===== config.mk =====
export PLATFORM = sky130hd
export DESIGN_NAME = csr_access_sequencer
export DESIGN_NICKNAME = d
export VERILOG_FILES = /design/src/rtl/csr_access_sequencer.sv
export SDC_FILE = /design/constraint.sdc
export NUM_CORES = 1
export LEC_CHECK = 0
export ABC_AREA = 1
export BUFFER_PORTS_ARGS = -buffer_cell sky130_fd_sc_hd__buf_2
export CELL_PAD_IN_SITES_DETAIL_PLACEMENT = 1
export CELL_PAD_IN_SITES_GLOBAL_PLACEMENT = 2
export CORE_ASPECT_RATIO = 0.75
export CORE_MARGIN = 2
export CORE_UTILIZATION = 27
export CTS_BUF_LIST = sky130_fd_sc_hd__clkbuf_16
export CTS_CLUSTER_DIAMETER = 100
export DETAILED_ROUTE_END_ITERATION = 10
export GPL_TIMING_DRIVEN = 0
export PLACE_DENSITY = 0.78
export SETUP_SLACK_MARGIN = 0.1
export SLEW_MARGIN = 40
export SYNTH_ARGS = -nofsm -noshare
export SYNTH_HDL_FRONTEND = slang
export SYNTH_SLANG_ARGS = --single-unit

===== constraint.sdc =====
create_clock -name clk -period 1.5 [get_ports clk]
set_input_delay 0 -clock clk [delete_from_list [all_inputs] [get_ports clk]]
set_output_delay 0 -clock clk [all_outputs]
set_load 0.03 [all_outputs]

===== src/rtl/csr_access_sequencer.sv =====
// Initiator side of the CSR register-file interface: sequences one Zicsr
// instruction at a time through read, optional write and response phases.
module csr_access_sequencer #(
   parameter int XLEN   = 32,
   parameter int ADDR_W = 12
) (
   input  logic              clk,
   input  logic              reset,
   input  logic              req_valid,
   output logic              req_ready,
   input  logic [2:0]        req_func3,
   input  logic [ADDR_W-1:0] req_csr_address,
   input  logic [XLEN-1:0]   req_rs1_value,
   input  logic [4:0]        req_zimm,
   input  logic [4:0]        req_rd,
   output logic [ADDR_W-1:0] csr_address,
   input  logic [XLEN-1:0]   csr_read_data,
   output logic              csr_write_enable,
   output logic [XLEN-1:0]   csr_write_data,
   output logic              rsp_valid,
   input  logic              rsp_ready,
   output logic [4:0]        rsp_rd,
   output logic [XLEN-1:0]   rsp_data,
   output logic              rsp_illegal
);

   localparam logic [1:0] IDLE  = 2'd0;
   localparam logic [1:0] READ  = 2'd1;
   localparam logic [1:0] WRITE = 2'd2;
   localparam logic [1:0] RESP  = 2'd3;

   logic [1:0]        state;
   logic [2:0]        func3_q;
   logic [ADDR_W-1:0] addr_q;
   logic [XLEN-1:0]   rs1_q;
   logic [4:0]        zimm_q;
   logic [4:0]        rd_q;
   logic [XLEN-1:0]   new_q;
   logic              wen_q;
   logic [4:0]        rsp_rd_q;
   logic [XLEN-1:0]   rsp_data_q;
   logic              rsp_illegal_q;

   logic [XLEN-1:0]   operand;
   logic [XLEN-1:0]   new_value;
   logic              write_needed;
   logic              illegal_now;

   always_comb begin
      operand      = func3_q[2] ? {{(XLEN-5){1'b0}}, zimm_q} : rs1_q;
      new_value    = '0;
      case (func3_q[1:0])
         2'b01:   new_value = operand;
         2'b10:   new_value = csr_read_data | operand;
         2'b11:   new_value = csr_read_data & ~operand;
         default: new_value = '0;
      endcase
      // Set/clear forms only write when the rs1 index / immediate field is nonzero.
      write_needed = (func3_q[1:0] == 2'b01) ||
                     ((func3_q[1:0] != 2'b00) && (zimm_q != 5'd0));
      illegal_now  = (func3_q[1:0] == 2'b00) ||
                     (write_needed && (addr_q[ADDR_W-1 -: 2] == 2'b11));
   end

   always_ff @(posedge clk or negedge reset) begin
      if (!reset) begin
         state         <= IDLE;
         func3_q       <= '0;
         addr_q        <= '0;
         rs1_q         <= '0;
         zimm_q        <= '0;
         rd_q          <= '0;
         new_q         <= '0;
         wen_q         <= 1'b0;
         rsp_rd_q      <= '0;
         rsp_data_q    <= '0;
         rsp_illegal_q <= 1'b0;
      end else begin
         case (state)
            IDLE: begin
               if (req_valid) begin
                  func3_q <= req_func3;
                  addr_q  <= req_csr_address;
                  rs1_q   <= req_rs1_value;
                  zimm_q  <= req_zimm;
                  rd_q    <= req_rd;
                  state   <= READ;
               end
            end
            READ: begin
               new_q         <= new_value;
               wen_q         <= write_needed && !illegal_now;
               rsp_rd_q      <= rd_q;
               rsp_data_q    <= illegal_now ? '0 : csr_read_data;
               rsp_illegal_q <= illegal_now;
               state         <= WRITE;
            end
            WRITE: state <= RESP;
            RESP: begin
               if (rsp_ready) state <= IDLE;
            end
            default: state <= IDLE;
         endcase
      end
   end

   // Strobe is gated by state so an async reset in WRITE drops it immediately.
   assign req_ready        = (state == IDLE) && reset;
   assign csr_address      = ((state == READ) || (state == WRITE)) ? addr_q : '0;
   assign csr_write_enable = (state == WRITE) && wen_q;
   assign csr_write_data   = csr_write_enable ? new_q : '0;
   assign rsp_valid        = (state == RESP);
   assign rsp_rd           = rsp_rd_q;
   assign rsp_data         = rsp_data_q;
   assign rsp_illegal      = rsp_illegal_q;

endmodule


Word-level counts from Yosys, hierarchy flattened

Index checks and enable logic that the tools add are counted.

Word-level logic and storage cells: 46
Output and inout port bits: 85
Register bits after elaboration: 130

Bitwise logic cells: 3
Mux-type cells: 8
Reduce and logical (&&, ||, !) cells: 15
Eq/ne operators: 9

Operators by type and width:

| cell                                                                   | number |
|---|---|
| 32-bit two-way mux                                                     | 3 |
| 32-bit one-hot mux with 3 select lines                                 | 1 |
| 32-bit bitwise AND                                                     | 1 |
| 32-bit NOT                                                             | 1 |
| 32-bit OR                                                              | 1 |
| 12-bit two-way mux                                                     | 1 |
| 2-bit equality test (second input constant)                            | 5 |
| 2-bit one-hot mux with 4 select lines                                  | 1 |
| 1-bit logical AND                                                      | 5 |
| 5-bit nonzero test                                                     | 1 |
| 2-bit by 1-bit equality test with 1-bit output (second input constant) | 2 |
| 2-bit zero test                                                        | 2 |
| 2-bit two-way mux                                                      | 2 |
| 2-bit AND reduction                                                    | 2 |
| 1-bit logical OR                                                       | 3 |
| 2-bit by 1-bit != test with 1-bit output (second input constant)       | 1 |
| 2-bit != test (second input constant)                                  | 1 |
| 2-bit nonzero test                                                     | 1 |
| 1-bit zero test                                                        | 1 |

Logic depth before layout (Yosys ltp)

Gate-level depths: netlist (run 1).

Word-level depth: 7
Depth in mapped cells: 8

Worst setup path after synthesis (run 1)

No wires, ideal clock.

Kind: register to register
Start point: reg state[0]
End point: reg addr_q[0]
Data required time: 1.375 ns
Period minus slack after synthesis: 1.434 ns
Cell stages (with the launch flop): 6
Data arrival time: 1.309 ns
Setup slack: 0.066 ns
Cells stage by stage: dfrtp_1 inv_1 ha_1 nand2_1 buf_2 mux2_2

Cells in the longest elaborated chain, start to end: 2

RTL lines:

| item                          | line | RTL |
|---|---|---|
| start: declaration            | 32   | `logic [1:0] state;` |
| start signal: assignment      | 67   | `state <= IDLE;` |
| start signal: assignment      | 87   | `state <= READ;` |
| start signal: assignment      | 96   | `state <= WRITE;` |
| 2-bit zero test               | 79   | `case (state)` |
| 2-bit AND reduction (no line) | n/a  |  |
| end signal: assignment        | 83   | `addr_q <= req_csr_address;` |
| end: declaration              | 34   | `logic [ADDR_W-1:0] addr_q;` |

No other way between the ends.
A chain may end at the register's enable or synchronous reset.

Final worst setup path (run 1)

Start point: reg state[1]
End point: out csr_write_data[6]

Cells in the longest elaborated chain, start to end: 3

RTL lines:

| item                | line | RTL |
|---|---|---|
| 2-bit equality test | 110  | `assign csr_write_enable = (state == WRITE) && wen_q;` |
| 1-bit logical AND   | 110  |  |
| 32-bit two-way mux  | 111  | `assign csr_write_data = csr_write_enable ? new_q : '0;` |
| end: declaration    | 19   | `output logic [XLEN-1:0] csr_write_data,` |

No other way between the ends.

==> reports/results.md, run 1 <==
| Metric | Value |
|:---|:---|
| Remaining antenna violation count after routing | 0 |
| Floorplan die area | 23,900 sq um |
| Rows | 47 |
| Post-route fraction of the period consumed by the critical path | 115% |
| Worst setup slack for register-to-register paths | -0.13 ns |
| Biggest area consumer among synthesized cells | sky130_fd_sc_hd__dfrtp_1 |
| Result of the run | complete, but fails checks |
| Arrival time of the worst setup path | 1.73 ns |
| Timing-limited maximum frequency | 0.580 GHz |
| Final Wtd Congestion | 0.734 |
| Slew Viols, Final | 0 |
| Total number of clock tree sinks | 130 |
| Gr ovfl total | 0 |
| Power density cells | 2400 nW/um^2 |
| Number of buffers inserted by port buffering | 177 |
| Pwr Total | 27,400 uW |
| Starting DRC count in detailed routing | 222 |
| Leading cell type by number of instances after synthesis | sky130_fd_sc_hd__nand2_1 |
| Type of destination of the critical path | output pin |
| Global-route wire length before repair | 36,700 um |
| Cell at the root of the clock tree | sky130_fd_sc_hd__clkbuf_16 |
| Maximum root-to-sink buffer count | 2 |
| Worst skew pair latency | 0.42 ns |
| DRC viols | 0 |
| Number of enable-type register cells in the synthesized netlist | 0 |
| Synth Net Count | 814 |
| Stage delay of the slowest cell on the critical path | 0.44 ns |
| Internal cell power | 15,200 uW |
| TritonCTS Buffers | 17 |
| Most frequent cell on the critical path | sky130_fd_sc_hd__buf_6 |
| Max-capacitance violation count | 0 |
| Proportion of power drawn by the clock network | 15.5% |
| Post-route clock skew | 0.00974 ns |
| Number of instances in the synthesized netlist | 717 |
| Overall track demand over capacity in global routing | 20.6% |
| Count of cells along the worst register-to-register path | 9 |
| Final standard cell count with taps included and fillers excluded | 1,361 |
| Layout cells sized above 1 | 52.3% |
| CTS tree | done |
| Violated checks | setup timing |
| P&R area growth vs syn | 86.7% |
| Switching share of power | 44.4% |
| Detailed Route WL | 26,100 um |
| Average wire per cell in the routed design | 19.1 um |
| CTS H-Tree Depth | 4 |
| CP Launch Point | state[1] |
| Static leakage power | 0.00559 uW |
| Avg Cell Area, Syn | 8.54 sq um |
| Core footprint | 22,200 sq um |
| Fillcell total | 2,442 |
| Share of total power in combinational logic | 61.0% |
| Final critical delay including setup and external delays | 1.73 ns |
| Antenna diode count | 0 |
| Measured slew at the worst slew-check pin | 0.521 ns |
| Sequence of cells on the critical path | buf_6, ha_4, nand2_8, clkbuf_16, nor2_2, buf_6 |
| Number of endpoints failing setup at the final stage | 155 |
| IO Count | 178 |
| Placed wire-length estimate after detailed placement | 14,900 um |
| Psw | 12,200 uW |
| Number of placed instances, taps included | 1,190 |
| Relative slew slack | 65.3% |
| Synth top area cells | sky130_fd_sc_hd__dfrtp_1 53%, sky130_fd_sc_hd__nand2_1 13%, sky130_fd_sc_hd__mux2_2 8.5% |
| Element type at the critical path start | flop |
| Worst Slack Setup Final | -0.226 ns |
| Primary FF master, synth | sky130_fd_sc_hd__dfrtp_1 |
| Overall via count from detail_route | 6,166 |
| Slowest stage cell on the critical path | sky130_fd_sc_hd__dfrtp_1 |
| Startpoint of the lowest-slack register-to-register path | state[0] |
| Part of the power in registers | 23.5% |
| Share of the synthesized area in the top cell type | 53.1% |
| Capture point of the worst path | csr_write_data[6] |
| Crit path kind | flop to output pin |
| Number of nets in the layout | 1,151 |
| Number of global-route vias before repair | 6,362 |
| Count of unique library cells instantiated by Yosys | 21 |
| Top cells by count, synth | 206 x sky130_fd_sc_hd__nand2_1, 130 x sky130_fd_sc_hd__dfrtp_1, 111 x sky130_fd_sc_hd__nor2_1 |
| Peak VDD IR | 1.24 mV |
| Proportion of synthesized flip-flops having asynchronous set or reset | 100% |
| Path category of the worst min-delay check | input port to flop |
| Flops & latches, synth | 130 |
| Unrepaired setup endpoints after global routing | yes |
| Clock slew at the register clock pins of the worst setup and hold paths | 0.06 ns |
| Sequential area share after synthesis | 53.1% |
| Pin count of the biggest net entering global routing | 57 |
| Die outline width | 178 um |
| Die height | 134 um |
| Initial core utilization | 27.6% |
| Total iterations of the first detailed-routing run | 5 |
| Required time of the worst setup path | 1.50 ns |
| Mapped cell area | 6120 sq um |
| Routed vias/inst | 4.53 |
| Reg2Reg Capture Point | rsp_data[8] |
| Endpoints failing hold | 0 |
| Initial antenna violation count | 0 |
| Worst Path Max Fanout | 8 |
| Yosys warns | 0 |
==> metal layers <==
metal,global-route usage [%],vias to the layer above,wire length (um)
li1,-,2919,-
met1,28.4,3096,12000
met2,32.9,136,12700
met3,4.93,15,1180
met4,4.14,0,238
met5,0,-,0
==> worst max-delay path, delay by kind of cell, from the launching register on <==
kind | cells | cell delay, ns
buffers and inverters | 3 | 0.49
flip-flops | 1 | 0.44
AND/OR/NAND/NOR | 2 | 0.22
adder cells (fa/ha/maj) | 1 | 0.16
==> how the worst min path moves through the flow <==
stage             endpoint              from  cells after the start
2_1_floorplan    addr_q[0]             reset                      0
3_3_place_gp      rs1_q[5]  req_rs1_value[5]                      2
3_5_place_dp   rsp_data[9]             reset                      1
4_1_cts           state[0]         req_valid                      4
5_1_grt           state[1]         req_valid                      3
6_report          state[1]         req_valid                      3
==> cell families after synthesis <==
kind of cell / after synthesis / share of synthesized area (%)
simple gates: 409 / 27.6
flops: 130 / 53.1
buf+inv: 103 / 7.52
mux: 46 / 8.46
compound gates: 24 / 1.98
fa+ha+maj: 4 / 0.818
xor+xnor: 1 / 0.450
==> through the flow <==
| stage | hold slack [ns] | worst slack, ns | area (sq um) | util [%] | TNS [ns] |
|---|---|---|---|---|---|
| floorplan | -0.296 | 0.0662 | 6120 | - | 0 |
| global placement | 0.232 | -1.67 | 7380 | 33.3 | -250.56 |
| detailed placement | -0.140 | -0.443 | 7440 | 33.6 | -35.25 |
| CTS | 0.0185 | -0.185 | 10200 | 46.1 | -8.29 |
| global route | 0.134 | -0.300 | 11400 | 51.5 | -21.42 |
| finish | 0.109 | -0.226 | 11400 | 51.5 | -13.51 |
==> state kept, by name, summed over array words and instances, names as in the netlist <==
name,cells
addr_q,12
func3_q,3
new_q,32
rd_q,5
rs1_q,32
rsp_data,32
rsp_illegal,1
rsp_rd,5
state,2
wen_q,1
zimm_q,5
==> cells in the final DEF, fill, tap and decap left out, types with 23 or more instances in the layout <==
cell type                       instances
sky130_fd_sc_hd__nor2_4                39
sky130_fd_sc_hd__clkbuf_16             37
sky130_fd_sc_hd__inv_1                 49
sky130_fd_sc_hd__dfrtp_1              130
sky130_fd_sc_hd__dlygate4sd3_1         92
sky130_fd_sc_hd__nand3_1               23
sky130_fd_sc_hd__mux2_2                38
sky130_fd_sc_hd__nor2_2                54
sky130_fd_sc_hd__nand2_4               28
sky130_fd_sc_hd__nor2_1                38
sky130_fd_sc_hd__nand2_1              159
sky130_fd_sc_hd__buf_6                 61
sky130_fd_sc_hd__nand3_2               46
sky130_fd_sc_hd__buf_2                134
==> power by group through the flow <==
stage / combinational, uW / sequential [uW] / clock (uW)
2_1_floorplan: 6190 / 6860 / 0
3_3_place_gp: 9940 / 6140 / 0
3_5_place_dp: 10100 / 6200 / 0
4_1_cts: 14000 / 6270 / 4320
5_1_grt: 17900 / 6650 / 4460
6_report: 16700 / 6440 / 4240
==> area by class of cell <==
class	instances	area [sq um]	area share [%]
Timing Repair Buffer	317	2900	25.4
Tap cell	294	368	3.22
Clock inverter	15	153	1.34
Buffer	39	628	5.50
Inverter	64	245	2.15
Multi-Input combinational cell	485	3450	30.2
Sequential cell	130	3250	28.5
Clock buffer	17	425	3.72
==> what timing repair did <==
| action | 4_1_cts | 5_1_grt |
|---|---|---|
| setup endpoints to repair | 173 | 177 |
| pin swaps | 4 | 121 |
| hold endpoints to repair | 196 | 0 |
| hold buffers | 93 | 0 |
| buffers inserted | 17 | 6 |
| resized for setup | 273 | 226 |
| gates cloned | 10 | 14 |
No activity file was read; power rests on OpenSTA's default activity.
==> inputs of run 2 (changes only) <==
CORE_UTILIZATION = 32   (was 27)
GPL_TIMING_DRIVEN = default   (was 0)
PLACE_DENSITY = 0.87   (was 0.78)
clock period = 2.25 ns   (was 1.5 ns; I/O delays follow)
==> run 2 against run 1 <==
  * The flow now finishes without violations
  * Clock-buffer cell count is the same
  * Routed wire length shrank 24%
  * Global-route usage grew 0.15 points
  * Combinational power shrank 61%
  * First-iteration DRC count grew 11%
  * Die area shrank 15%
  * Utilization shrank 4.2 points
  * Cell count shrank 9.0%
  * Critical path type unchanged
==> reports/results.md, run 2 (synthesized netlist as in run 1, its figures left out) <==
| Metric | Value | Delta |
|:---|:---|:---|
| Reg2Reg Capture Point | rs1_q[29] |  |
| Gr ovfl total | 0 | unchanged |
| Result of the run | completed |  |
| Count of cells along the worst register-to-register path | 5 | -4 |
| Global-route wire length before repair | 31,900 um | -13% |
| Floorplan die area | 20,300 sq um | -15% |
| Leading cell type in the layout, fill and taps excluded | sky130_fd_sc_hd__nand2_1 |  |
| Post-route clock skew | 0.00854 ns | -0.00120 ns |
| Number of placed instances, taps included | 1,116 | -6.2% |
| Most crowded layer after global routing | met2 |  |
| Endpoints failing hold | 0 | unchanged |
| Routed vias/inst | 4.61 | +1.8% |
| Number of buffers inserted by port buffering | 177 | unchanged |
| Pin count of the biggest net entering global routing | 65 | +14% |
| Power density cells | 1540 nW/um^2 | -36% |
| Number of endpoints failing setup at the final stage | 0 | -100% |
| GRT met2 Usage | 35.0% | +2.1 points |
| Relative slew slack | 57.6% | -7.7 points |
| Static leakage power | 0.00469 uW | -16% |
| CTS tree | done |  |
| Total number of clock tree sinks | 130 | unchanged |
| Remaining antenna violation count after routing | 0 | unchanged |
| Setup total negative slack | 0 ns | +13.51 ns |
| Overall track demand over capacity in global routing | 20.7% | +0.15 points |
| Layout cells sized above 1 | 29.9% | -22 points |
| CP Launch Point | state[0] |  |
| Die outline width | 164 um | -8.0% |
| Placed wire-length estimate after detailed placement | 12,500 um | -16% |
| Initial core utilization | 32.9% | +5.3 points |
| Starting DRC count in detailed routing | 246 | +11% |
| Type of destination of the critical path | output pin |  |
| Arrival time of the worst setup path | 1.91 ns | +0.18 ns |
| Detailed Route WL | 19,900 um | -24% |
| Met3 GRT Util | 4.53% | -0.40 points |
| Rows | 43 | -8.5% |
| TritonCTS Buffers | 17 | unchanged |
| Met1 routing resource usage after global routing | 26.8% | -1.6 points |
| Final standard cell count with taps included and fillers excluded | 1,238 | -9.0% |
| Element type at the critical path start | flop |  |
| Overall via count from detail_route | 5,710 | -7.4% |
| P&R area growth vs syn | 43.8% |  |
| Capture point of the worst path | csr_write_data[18] |  |
| Final Wtd Congestion | 0.723 | -1.4% |
| Final critical delay including setup and external delays | 1.91 ns |  |
| Die height | 124 um | -7.9% |
| DRC viols | 0 | unchanged |
| Number of nets in the layout | 1,075 | -6.6% |
| CTS H-Tree Depth | 4 | unchanged |
| Slew Viols, Final | 0 | unchanged |
| Cell at the root of the clock tree | sky130_fd_sc_hd__clkbuf_16 |  |
| Crit path kind | flop to output pin |  |
| Required time of the worst setup path | 2.25 ns | +0.75 ns |
| Area of the multi-input gates | 2430 sq um | -30% |
| Post-route fraction of the period consumed by the critical path | 84.7% |  |
| Fillcell total | 2,251 | -7.8% |
| Total iterations of the first detailed-routing run | 4 | -1 |
| Commonest non-fill, non-tap cells in the layout | 204 x sky130_fd_sc_hd__nand2_1, 176 x sky130_fd_sc_hd__buf_2, 129 x sky130_fd_sc_hd__dfrtp_1 |  |
| Maximum root-to-sink buffer count | 2 | unchanged |
| Timing-limited maximum frequency | 0.525 GHz |  |
| Unrepaired setup endpoints after global routing | no |  |
| Initial antenna violation count | 0 | unchanged |
| Measured slew at the worst slew-check pin | 0.636 ns | +0.115 ns |
| Worst skew pair latency | 0.42 ns | about the same |
| Number of global-route vias before repair | 6,020 | -5.4% |
| Worst setup slack for register-to-register paths | 0.53 ns | +0.66 ns |
| Antenna diode count | 0 | unchanged |
| Average wire per cell in the routed design | 16.1 um | -16% |
| Path category of the worst min-delay check | input port to async pin |  |
| Startpoint of the lowest-slack register-to-register path | state[0] |  |
| Core footprint | 18,600 sq um | -16% |
| Max-capacitance violation count | 0 | unchanged |
| IO Count | 178 | unchanged |
| Worst Path Max Fanout | 18 | +10 |
| Peak VDD IR | 0.762 mV | -39% |
| Clock slew at the register clock pins of the worst setup and hold paths | 0.06 ns | about the same |
| FF/Latch Area | 3250 sq um | about the same |
run 2: where the power goes:
part,total [uW],switching (uW),internal (uW)
clock,2920,1080,1840
sequential,4120,628,3490
combinational,6550,4320,2220
run 2: timing repair:
action,CTS,global route
hold endpoints to repair,250,0
gates resized for setup,0,1
endpoints found under the setup margin,0,1
buffers inserted,0,0
hold buffers,90,0
run 2: how the worst min path moves through the flow:
stage / start / depth (start not counted) / slack (ns) / end
floorplan: reset / 0 / -0.30 / addr_q[0]
global placement: reset / 1 / -0.07 / rsp_data[6]
detailed placement: reset / 1 / -0.07 / rsp_data[9]
CTS: rsp_ready / 4 / 0.02 / state[0]
global route: rsp_ready / 4 / 0.04 / state[0]
finish: reset / 2 / 0.05 / rsp_data[9]
run 2: area by class of cell:
type / count / area share [%]
sequential: 130 / 37.0
multi-input combinational: 484 / 27.6
timing repair buffer: 281 / 22.3
clock buffer: 17 / 4.83
tap: 247 / 3.51
inverter: 64 / 2.73
clock inverter: 15 / 2.16
run 2: through the flow:
stage / utilization (%) / instance area, sq um / power (uW) / worst slack [ns] / hold slack [ns]
floorplan: - / 6120 / 8700 / 0.816 / -0.296
global placement: 39.1 / 7280 / 10400 / 0.618 / -0.0716
detailed placement: 39.1 / 7280 / 10600 / 0.525 / -0.0692
CTS: 47.3 / 8800 / 13700 / 0.165 / 0.0238
global route: 47.3 / 8810 / 14700 / 0.228 / 0.0381
finish: 47.3 / 8810 / 13600 / 0.344 / 0.0507
run 2: per-layer routing:
layer	wire length, um	up-vias
li1	-	2742
met1	9140	2814
met2	9580	137
met3	940	17
met4	217	0
met5	0	-
run 2: critical path, cell delays in order, from the launching register on:
cell                      delay (ns)
sky130_fd_sc_hd__dfrtp_1        0.42
sky130_fd_sc_hd__inv_1          0.10
sky130_fd_sc_hd__ha_1           0.22
sky130_fd_sc_hd__nand2_4        0.18
sky130_fd_sc_hd__buf_4          0.22
sky130_fd_sc_hd__nor2_1         0.11
sky130_fd_sc_hd__buf_2          0.22
==> inputs of run 3 (changes only) <==
ABC_AREA = 0   (was 1)
CORE_UTILIZATION = 33   (was 32)
PLACE_DENSITY = 0.82   (was 0.87)
clock period = 1.86 ns   (was 2.25 ns; I/O delays follow)
==> run 3 against run 2 <==
  * Cell count down 12%
  * Global-route usage about the same
  * Synthesized cell count down 22%
  * Combinational power up 17%
  * Via count down 6.4%
  * Clock power up 13%
  * Routed wire length up 2.7%
  * Critical path depth down 1
  * Hold slack worse by 0.019 ns
  * Setup slack worse by 0.23 ns
  * Register-to-register slack worse by 0.37 ns
  * Flip-flop and latch count unchanged
==> reports/results.md, run 3 <==
| Metric | Value | Delta |
|:---|:---|:---|
| Crit path kind | flop to output pin |  |
| Leading cell type by number of instances after synthesis | sky130_fd_sc_hd__dfrtp_1 |  |
| Core footprint | 18,700 sq um | +0.29% |
| Synth top area cells | sky130_fd_sc_hd__dfrtp_1 51%, sky130_fd_sc_hd__mux2_2 17%, sky130_fd_sc_hd__o32ai_1 4.1% |  |
| Relative slew slack | 64.0% | +6.4 points |
| Yosys warns | 0 | unchanged |
| Overall via count from detail_route | 5,346 | -6.4% |
| Top cells by count, synth | 130 x sky130_fd_sc_hd__dfrtp_1, 95 x sky130_fd_sc_hd__mux2_2, 68 x sky130_fd_sc_hd__inv_1 |  |
| Mapped cell area | 6330 sq um | +3.4% |
| Starting DRC count in detailed routing | 250 | +1.6% |
| Initial core utilization | 33.9% | +1.0 points |
| Number of endpoints failing setup at the final stage | 0 | unchanged |
| Element type at the critical path start | flop |  |
| Rows | 43 | unchanged |
| Number of buffers inserted by port buffering | 177 | unchanged |
| Placed wire-length estimate after detailed placement | 13,200 um | +5.8% |
| Synth Net Count | 659 | -19% |
| Avg Cell Area, Syn | 11.3 sq um | +32% |
| Max-capacitance violation count | 0 | unchanged |
| Pin count of the biggest net entering global routing | 96 | +48% |
| Timing-limited maximum frequency | 0.572 GHz |  |
| Gr ovfl total | 0 | unchanged |
| Biggest area consumer among synthesized cells | sky130_fd_sc_hd__dfrtp_1 |  |
| Post-route fraction of the period consumed by the critical path | 93.9% |  |
| IO Count | 178 | unchanged |
| Initial antenna violation count | 0 | unchanged |
| DRC viols | 0 | unchanged |
| Arrival time of the worst setup path | 1.75 ns | -0.16 ns |
| Area of the multi-input gates | 2670 sq um | +10% |
| Setup Slack @ Placement | 0.211 ns | -0.315 ns |
| Floorplan die area | 20,300 sq um | +0.29% |
| Antenna diode count | 0 | unchanged |
| Unrepaired setup endpoints after global routing | yes |  |
| Measured slew at the worst slew-check pin | 0.540 ns | -0.0965 ns |
| Static leakage power | 0.00444 uW | -5.3% |
| Power density cells | 1740 nW/um^2 | +13% |
| Total iterations of the first detailed-routing run | 5 | +1 |
| Final Wtd Congestion | 0.782 | +8.1% |
| CTS tree | done |  |
| Routed vias/inst | 4.91 | +6.4% |
| P&R area growth vs syn | 44.9% |  |
| Flops & latches, synth | 130 | unchanged |
| Overall track demand over capacity in global routing | 20.7% | -0.041 points |
| Sequential area share after synthesis | 51.4% | -1.8 points |
| Detailed Route WL | 20,400 um | +2.7% |
| CP Launch Point | state[0] |  |
| Total number of clock tree sinks | 130 | unchanged |
| Layout cells sized above 1 | 40.0% | +10 points |
| Path category of the worst min-delay check | input port to flop |  |
| Die outline width | 164 um | +0.15% |
| Number of global-route vias before repair | 5,904 | -1.9% |
| # Post-CTS Setup Buffers | 0 | unchanged |
| Maximum root-to-sink buffer count | 2 | unchanged |
| Worst Slack Setup Final | 0.113 ns | -0.231 ns |
| Remaining antenna violation count after routing | 0 | unchanged |
| CTS H-Tree Depth | 4 | unchanged |
| Post-route clock skew | 0.00828 ns | -0.000265 ns |
| Result of the run | completed |  |
| Type of destination of the critical path | output pin |  |
| Launch instance of the worst min-delay path | rsp_ready |  |
| Count of unique library cells instantiated by Yosys | 30 | +43% |
| Worst skew pair latency | 0.42 ns | about the same |
| FF/Latch Area | 3260 sq um | about the same |
| Proportion of synthesized flip-flops having asynchronous set or reset | 100% | unchanged |
| Fillcell total | 2,034 | -9.6% |
| TritonCTS Buffers | 17 | unchanged |
| Leading cell type in the layout, fill and taps excluded | sky130_fd_sc_hd__buf_2 |  |
| Worst Path Max Fanout | 9 | -9 |
| Pwr Total | 15,900 uW | +17% |
| Die height | 124 um | +0.15% |
| Primary FF master, synth | sky130_fd_sc_hd__dfrtp_1 |  |
| Number of nets in the layout | 926 | -14% |
| Peak VDD IR | 0.700 mV | -8.1% |
| Average wire per cell in the routed design | 18.8 um | +17% |
| Clock slew at the register clock pins of the worst setup and hold paths | 0.06 ns | about the same |
| Share of the synthesized area in the top cell type | 51.4% | -1.8 points |
| Utilization after layout | 49.1% | +1.8 points |
| Required time of the worst setup path | 1.86 ns | -0.39 ns |
| Number of enable-type register cells in the synthesized netlist | 0 | unchanged |
| Endpoints failing hold | 0 | unchanged |
| Startpoint of the lowest-slack register-to-register path | state[1] |  |
| Cell at the root of the clock tree | sky130_fd_sc_hd__clkbuf_16 |  |
| Global-route wire length before repair | 31,800 um | -0.43% |
| Setup total negative slack | 0 ns | unchanged |
| Final critical delay including setup and external delays | 1.75 ns |  |
| Number of instances in the synthesized netlist | 562 | -22% |
| Slew Viols, Final | 0 | unchanged |
| Commonest non-fill, non-tap cells in the layout | 153 x sky130_fd_sc_hd__buf_2, 128 x sky130_fd_sc_hd__dfrtp_1, 95 x sky130_fd_sc_hd__mux2_2 |  |
-- run 3: cell count changes after synthesis, sizes merged, moves of 7 or more --
cell,delta
o32ai,+32
nand2,-198
clkbuf,+7
a31oi,+27
nor2b,+25
and2,+14
a21oi,-10
nand2b,+27
o21ai,+22
nand3,-66
and3,+32
mux2,+49
nor2,-128
-- run 3: logic make-up after synthesis --
kind of cell             count (synthesis)  share of synthesized area [%]
buffers and inverters                  109                           7.65
AND/OR/NAND/NOR                        122                           12.1
flip-flops                             130                           51.4
multiplexers                            95                           16.9
adder cells (fa/ha/maj)                  4                          0.790
AO/OA/AOI/OAI                          102                           11.2
-- run 3: what timing repair did --
action | in CTS | in global routing
gates resized for setup | 25 | 20
endpoints found under the setup margin | 43 | 50
gates cloned | 0 | 1
hold endpoints to repair | 237 | 0
hold buffers | 90 | 0
-- run 3: final timing paths --
check	to	slack [ns]	depth (start not counted)
setup / recovery	csr_write_data[30]	0.11	5
hold / removal	state[0]	0.03	3
setup reg to reg	new_q[4]	0.16	6
hold reg to reg	new_q[1]	0.50	2
max in group asynchronous	rsp_data[22]	0.92	3
min in group asynchronous	rsp_data[24]	0.08	2
-- run 3: layout make-up --
cell class / count / area share [%]
Sequential cell: 130 / 35.5
Multi-Input combinational cell: 323 / 29.1
Timing Repair Buffer: 289 / 23.0
Clock buffer: 17 / 4.64
Tap cell: 247 / 3.37
Inverter: 68 / 2.78
Clock inverter: 15 / 1.62
-- run 3: report_power, final --
group	leakage, uW	switching (uW)	total [uW]	internal (uW)
clock network	0.000275	1230	3300	2060
registers	0.00161	820	4960	4140
logic	0.00256	4410	7680	3260
total	0.00444	6470	15900	9470
-- run 3: through the flow --
stage | instance area (sq um) | hold WS, ns | instances
2_1_floorplan | 6330 | -0.296 | 562
3_3_place_gp | 7550 | -0.0877 | 965
3_5_place_dp | 7570 | -0.0779 | 966
4_1_cts | 9110 | 0.0216 | 1088
5_1_grt | 9180 | 0.0488 | 1089
6_report | 9180 | 0.0321 | 1089
-- run 3: worst max-delay path: stages (launching register included) --
cell	delay (ns)
sky130_fd_sc_hd__dfrtp_2	0.44
sky130_fd_sc_hd__inv_2	0.12
sky130_fd_sc_hd__ha_4	0.20
sky130_fd_sc_hd__buf_6	0.16
sky130_fd_sc_hd__and3_1	0.21
sky130_fd_sc_hd__buf_4	0.19
-- run 3: per-layer routing --
layer | vias up | wire length [um] | track usage, %
met5 | - | 0 | 0
met4 | 0 | 215 | 6.03
met3 | 18 | 933 | 4.36
met2 | 138 | 9930 | 35.8
met1 | 2704 | 9350 | 26.2
li1 | 2486 | - | -
